--- src/rtl/mem_wb_pkg.sv ---
// mem_wb_pkg: load funct3 encodings, MEM->WB FSM states and alignment helper.
package mem_wb_pkg;

    localparam logic [2:0] F3_LB  = 3'b000;
    localparam logic [2:0] F3_LH  = 3'b001;
    localparam logic [2:0] F3_LW  = 3'b010;
    localparam logic [2:0] F3_LBU = 3'b100;
    localparam logic [2:0] F3_LHU = 3'b101;

    typedef enum logic [0:0] {IDLE, WAIT_DM} mwb_state_e;

    function automatic logic is_misaligned(input logic [2:0] funct3, input logic [1:0] off);
        return ((funct3 == F3_LH || funct3 == F3_LHU) && off[0]) || (funct3 == F3_LW && off != 2'b00);
    endfunction

endpackage

--- src/rtl/load_extend.sv ---
// load_extend: picks the addressed byte/half/word out of a DM word and sign/zero-extends it.
module load_extend
    import mem_wb_pkg::*;
#(
    parameter int XLEN = 32
) (
    input  logic [XLEN-1:0] dm_rdata,
    input  logic [2:0]      funct3,
    input  logic [1:0]      byte_off,
    output logic [XLEN-1:0] data,
    output logic            illegal
);

    logic [7:0]  b;
    logic [15:0] h;
    logic        known;

    always_comb begin
        b       = dm_rdata[{byte_off, 3'b000} +: 8];
        h       = byte_off[1] ? dm_rdata[31:16] : dm_rdata[15:0];
        known   = funct3 inside {F3_LB, F3_LH, F3_LW, F3_LBU, F3_LHU};
        illegal = !known || is_misaligned(funct3, byte_off);
        data    = funct3 == F3_LB  ? {{(XLEN-8){b[7]}}, b} :
                  funct3 == F3_LBU ? {{(XLEN-8){1'b0}}, b} :
                  funct3 == F3_LH  ? {{(XLEN-16){h[15]}}, h} :
                  funct3 == F3_LHU ? {{(XLEN-16){1'b0}}, h} : dm_rdata;
    end

endmodule

--- src/rtl/mem_wb_stage.sv ---
// mem_wb_stage: MEM->WB register stage that waits on a variable-latency DM response,
// extends load data and emits one registered writeback beat (or a load fault pulse).
module mem_wb_stage
    import mem_wb_pkg::*;
#(
    parameter int XLEN       = 32,
    parameter int RA_W       = 5,
    parameter int DM_TIMEOUT = 15
) (
    input  logic            clk,
    input  logic            rst,
    input  logic            mem_valid,
    output logic            mem_ready,
    input  logic            mem_flush,
    input  logic            mem_mem_to_reg,
    input  logic            mem_reg_write,
    input  logic [XLEN-1:0] mem_rd_data,
    input  logic [RA_W-1:0] mem_rd_addr,
    input  logic [2:0]      mem_funct3,
    input  logic [1:0]      mem_byte_off,
    input  logic            dm_rvalid,
    input  logic [XLEN-1:0] dm_rdata,
    output logic            wb_valid,
    output logic            wb_reg_write,
    output logic [RA_W-1:0] wb_rd_addr,
    output logic [XLEN-1:0] wb_wdata,
    output logic            wb_load_fault
);

    localparam int CNT_W = $clog2(DM_TIMEOUT + 1);

    if (XLEN != 32) begin : g_xlen_check
        $error("mem_wb_stage supports XLEN == 32 only");
    end
    if (DM_TIMEOUT < 1) begin : g_timeout_check
        $error("mem_wb_stage needs DM_TIMEOUT >= 1");
    end

    mwb_state_e       state, state_n;
    logic [CNT_W-1:0] cnt;
    logic [RA_W-1:0]  pend_rd;
    logic [2:0]       pend_f3;
    logic [1:0]       pend_off;
    logic             pend_rw;
    logic [2:0]       ext_f3;
    logic [1:0]       ext_off;
    logic [XLEN-1:0]  ext_data;
    logic             ext_illegal;
    logic             accept, is_load, timeout, beat, fault, rw, we;
    logic [RA_W-1:0]  rd;
    logic [XLEN-1:0]  data;

    assign mem_ready = state == IDLE;

    load_extend #(.XLEN(XLEN)) u_ext (
        .dm_rdata (dm_rdata),
        .funct3   (ext_f3),
        .byte_off (ext_off),
        .data     (ext_data),
        .illegal  (ext_illegal)
    );

    // Live MEM fields steer the extender in IDLE, the latched load fields in WAIT_DM.
    always_comb begin
        ext_f3  = mem_ready ? mem_funct3 : pend_f3;
        ext_off = mem_ready ? mem_byte_off : pend_off;
        accept  = mem_valid & mem_ready & ~mem_flush;
        is_load = accept & mem_mem_to_reg;
        timeout = !mem_ready && cnt == CNT_W'(DM_TIMEOUT - 1);
        beat    = mem_ready ? accept & (~mem_mem_to_reg | ext_illegal | dm_rvalid)
                            : ~mem_flush & (dm_rvalid | timeout);
        fault   = mem_ready ? is_load & ext_illegal : ~mem_flush & ~dm_rvalid & timeout;
        rd      = mem_ready ? mem_rd_addr : pend_rd;
        rw      = mem_ready ? mem_reg_write : pend_rw;
        data    = fault ? '0 : (mem_ready && !mem_mem_to_reg) ? mem_rd_data : ext_data;
        we      = rw & ~fault & (rd != '0);
        state_n = mem_ready ? ((is_load & ~ext_illegal & ~dm_rvalid) ? WAIT_DM : IDLE)
                            : ((mem_flush | dm_rvalid | timeout) ? IDLE : WAIT_DM);
    end

    always_ff @(posedge clk or posedge rst) begin
        if (rst) begin
            state         <= IDLE;
            cnt           <= '0;
            pend_rd       <= '0;
            pend_f3       <= '0;
            pend_off      <= '0;
            pend_rw       <= 1'b0;
            wb_valid      <= 1'b0;
            wb_reg_write  <= 1'b0;
            wb_rd_addr    <= '0;
            wb_wdata      <= '0;
            wb_load_fault <= 1'b0;
        end else begin
            state         <= state_n;
            cnt           <= (!mem_ready && state_n == WAIT_DM) ? cnt + CNT_W'(1) : '0;
            wb_valid      <= beat;
            wb_reg_write  <= beat & we;
            wb_load_fault <= fault;
            if (accept) begin
                pend_rd  <= mem_rd_addr;
                pend_f3  <= mem_funct3;
                pend_off <= mem_byte_off;
                pend_rw  <= mem_reg_write;
            end
            if (beat) begin
                wb_rd_addr <= rd;
                wb_wdata   <= data;
            end
        end
    end

endmodule

--- config.mk ---
export PLATFORM = sky130hd
export DESIGN_NAME = mem_wb_stage
export DESIGN_NICKNAME = d
export VERILOG_FILES = /design/src/rtl/mem_wb_pkg.sv /design/src/rtl/load_extend.sv /design/src/rtl/mem_wb_stage.sv
export SDC_FILE = /design/constraint.sdc
export NUM_CORES = 1
export LEC_CHECK = 0
export ABC_AREA = 1
export ABC_CLOCK_PERIOD_IN_PS = 2800
export CAP_MARGIN = 20
export CORE_MARGIN = 2
export CORE_UTILIZATION = 40
export DETAILED_ROUTE_END_ITERATION = 6
export PLACE_DENSITY_LB_ADDON = 0.15
export SLEW_MARGIN = 25
export SYNTH_ARGS = -nofsm -noshare
export SYNTH_HDL_FRONTEND = slang
export SYNTH_HIERARCHICAL = 1
export SYNTH_SLANG_ARGS = --single-unit
--- constraint.sdc ---
create_clock -name clk -period 2.8 [get_ports clk]
set_clock_uncertainty 0.05 [all_clocks]
set_input_delay 0.7 -clock clk [delete_from_list [all_inputs] [get_ports clk]]
set_output_delay 0.7 -clock clk [all_outputs]
set_load 0.005 [all_outputs]
==> results.json <==
{
  "track_usage": 0.238,
  "viasPerCell": 4.81,
  "syn_area_um2": 4110,
  "cellPowerDensity_nw_per_um2": 728,
  "synthesis.nets": 751,
  "cts_made_buffers": 5,
  "rsz0062_at_grt": "no",
  "place_inst": 915,
  "drt_wl_total_mm": 12.3,
  "first_global_vias": 4666,
  "initialDrtViolationCount": 206,
  "crit_path_end_kind": "flop",
  "path_clk_slew_ns": 0.11,
  "r2r_cells": 15,
  "setup_viol": 0,
  "r2r_start": "state",
  "overflow": 0,
  "synth_top_area_frac": 0.341,
  "clk_path_buf_depth": 2,
  "leakagePower_nw": 2.93,
  "finalPower_mw": 4.11,
  "drc": 0,
  "yosysSeqAreaShare": 0.341,
  "final_cells": 923,
  "syn_avg_cell_area_um2": 6.16,
  "holdPathStages": 1,
  "synthMuxAreaShare": 0,
  "grt_pass1_wl_mm": 21.5,
  "dp_hpwl_mm": 9.71,
  "yosysWarnings": 6,
  "regToRegSetupSlack_ns": 0.62,
  "start_util": 0.406,
  "drive_gt1_frac": 0.0686,
  "grt_max_degree": 36,
  "crit_chain": "clkdlybuf4s50_1 > inv_1 > o21ai_1 > buf_4 > nand2_1 > nand3_1 > nand2_1 > nand2_2 > nand2_1 > nand2_1 > and2_1 > nor2_1 > nand2_1 > nand2_1",
  "ir_drop_mv": 0.394,
  "cp-start-kind": "input pin",
  "die_h_um": 105,
  "worstPathRequired_ns": 2.97,
  "hold_violations": 0,
  "synth-seq-cells": 56,
  "diodes": 0,
  "yosysTopAreaCell": "dfrtp_1",
  "r2r-end": "wb_wdata[25]",
  "rows": 37,
  "cts_sinks": 56,
  "synth-simple-area-share": 0.496,
  "post_cts.repair.setup_buffers": 0,
  "path_class": "in2reg",
  "drt-pass1-iter-count": 5,
  "num_vias": 4438,
  "htreeDepth": 2,
  "final.period_utilization": 0.893,
  "min_period_ns": 2.50,
  "num_io_pins": 122,
  "critical-path-max-stage-delay_ns": 0.45,
  "critPathMaxFanout": 24,
  "synth_xor_xnor_area_share": 0.00426,
  "nNetsFinal": 869,
  "maxCapViolCount": 0,
  "syn2layout_area_growth_pct": 37.1,
  "critPathTopFamily": "simple AND/OR/NAND/NOR gates",
  "crit_slowest_cell": "clkdlybuf4s50_1",
  "hold_end": "cnt[0]",
  "cts_resized": 0,
  "fp.dieW_um": 105,
  "status": "complete, no violations",
  "hp-class": "reg2reg",
  "postCtsHoldBufs": 0,
  "fmax_ghz": 0.400,
  "io_buffers": 121,
  "dieArea_um2": 11100,
  "cts_tree": "done",
  "routabilityCongestion": 0.899,
  "nFillCells": 1037,
  "worstPathArrival_ns": 2.67,
  "grt_antenna_before_repair": 0,
  "insertion_delay_ns": 0.32,
  "synth_top_family_by_area": "simple AND/OR/NAND/NOR gates",
  "final_max_slew_viol_count": 0,
  "syn_inst": 668,
  "cts-root-buf": "clkbuf_8",
  "critPathMostFrequentCell": "nand2_1",
  "synth_cell_types": 30,
  "synth_area_leaders": "dfrtp_1 34%, nand2_1 27%, nand3_1 11%, inv_1 5.5%, nor2_1 4.3%",
  "final_cell_mix": "296 x nand2_1, 121 x clkdlybuf4s50_1, 91 x nand3_1",
  "path_buf_inv": 3,
  "synth-compound-area-share": 0.0392,
  "postRouteAntennaNets": 0,
  "holdWs_ns": 0.442,
  "slew_headroom": 0.678,
  "core_area_um2": 10100,
  "detail_route.wl_per_cell_um": 13.3,
  "final_common_cell": "nand2_1",
  "worstMarginPinSlew_ns": 0.482,
  "synth-adder-area-share": 0.00608,
  "min_from": "cnt[0]"
}
[where the power goes]
part	total, mW	internal (mW)	switching (mW)
Clock	0.465	0.178	0.286
Sequential	1.29	1.11	0.178
Combinational	2.35	1.18	1.17
[layer usage]
metal	track usage	wire length [µm]	vias up
met4	0.0924	370	0
met3	0.0359	541	27
met2	0.429	6170	106
met5	0	0	-
met1	0.281	5210	2030
li1	-	-	2275
[sequential cells by signal (all words and copies together), names as in the netlist, 2 cells and up]
name        flops
pend_rd         5
pend_f3         3
wb_wdata       32
pend_off        2
cnt             4
wb_rd_addr      5
[per-stage QoR]
step                worst slack [ns]  instance area [µm²]  setup TNS, ns  utilization
floorplan                      0.109                 4110              0            -
global placement             -0.0266                 5550        -0.0783        0.547
detailed placement           -0.0554                 5550         -0.420        0.547
CTS                            0.300                 5640              0        0.556
global route                  0.0706                 5640              0        0.556
finish                         0.299                 5640              0        0.556
[synthesized netlist by cell type]
master and count:
o21ai_0 22, o21ai_4 1, nor2_4 2, nand3_1 91, nand3_4 1, o21ai_1 2, and2_0 5, nor2_1 47
ha_1 2, clkbuf_1 6, buf_6 3, or2_2 1, buf_1 1, buf_2 21, buf_4 5, nand3_2 1
inv_2 7, nor2_2 1, xor2_1 1, nand4_1 1, xnor2_1 1, dfrtp_1 56, and2_1 27, nand2_1 296
a21oi_1 2, clkbuf_8 1, inv_1 60, o211ai_1 2, nand4_4 1, nand2_2 1
[kinds of logic after synthesis]
| kind of cell | count (synthesis) |
|---|---|
| xor gates and xnor gates | 2 |
| DFF | 56 |
| AOI/OAI and AO/OA | 29 |
| adders and majority gates | 2 |
| and+or+nand+nor | 475 |
| buffers and inverters | 104 |
[layout make-up]
cell class,count,area (µm²),area share
repair buffers,148,1480,0.262
well taps,136,170,0.0302
clock inverters,3,21.3,0.00377
multi-input cells,508,2250,0.399
clock buffers,5,68.8,0.0122
flip-flops and latches,56,1400,0.249
inverters,67,251,0.0446
[worst max-delay path by stage]
stage | from | end | slack, ns | cells past startpoint
after floorplan | state | wb_wdata[0] | 0.11 | 17
after global placement | mem_byte_off[0] | wb_wdata[25] | -0.03 | 14
after detailed placement | mem_byte_off[0] | wb_wdata[25] | -0.06 | 14
after CTS | mem_byte_off[0] | wb_wdata[25] | 0.30 | 14
after global routing | mem_byte_off[1] | wb_wdata[1] | 0.07 | 15
final | mem_byte_off[0] | wb_wdata[23] | 0.30 | 14
Note: power is estimated with default switching activity, not from simulation.
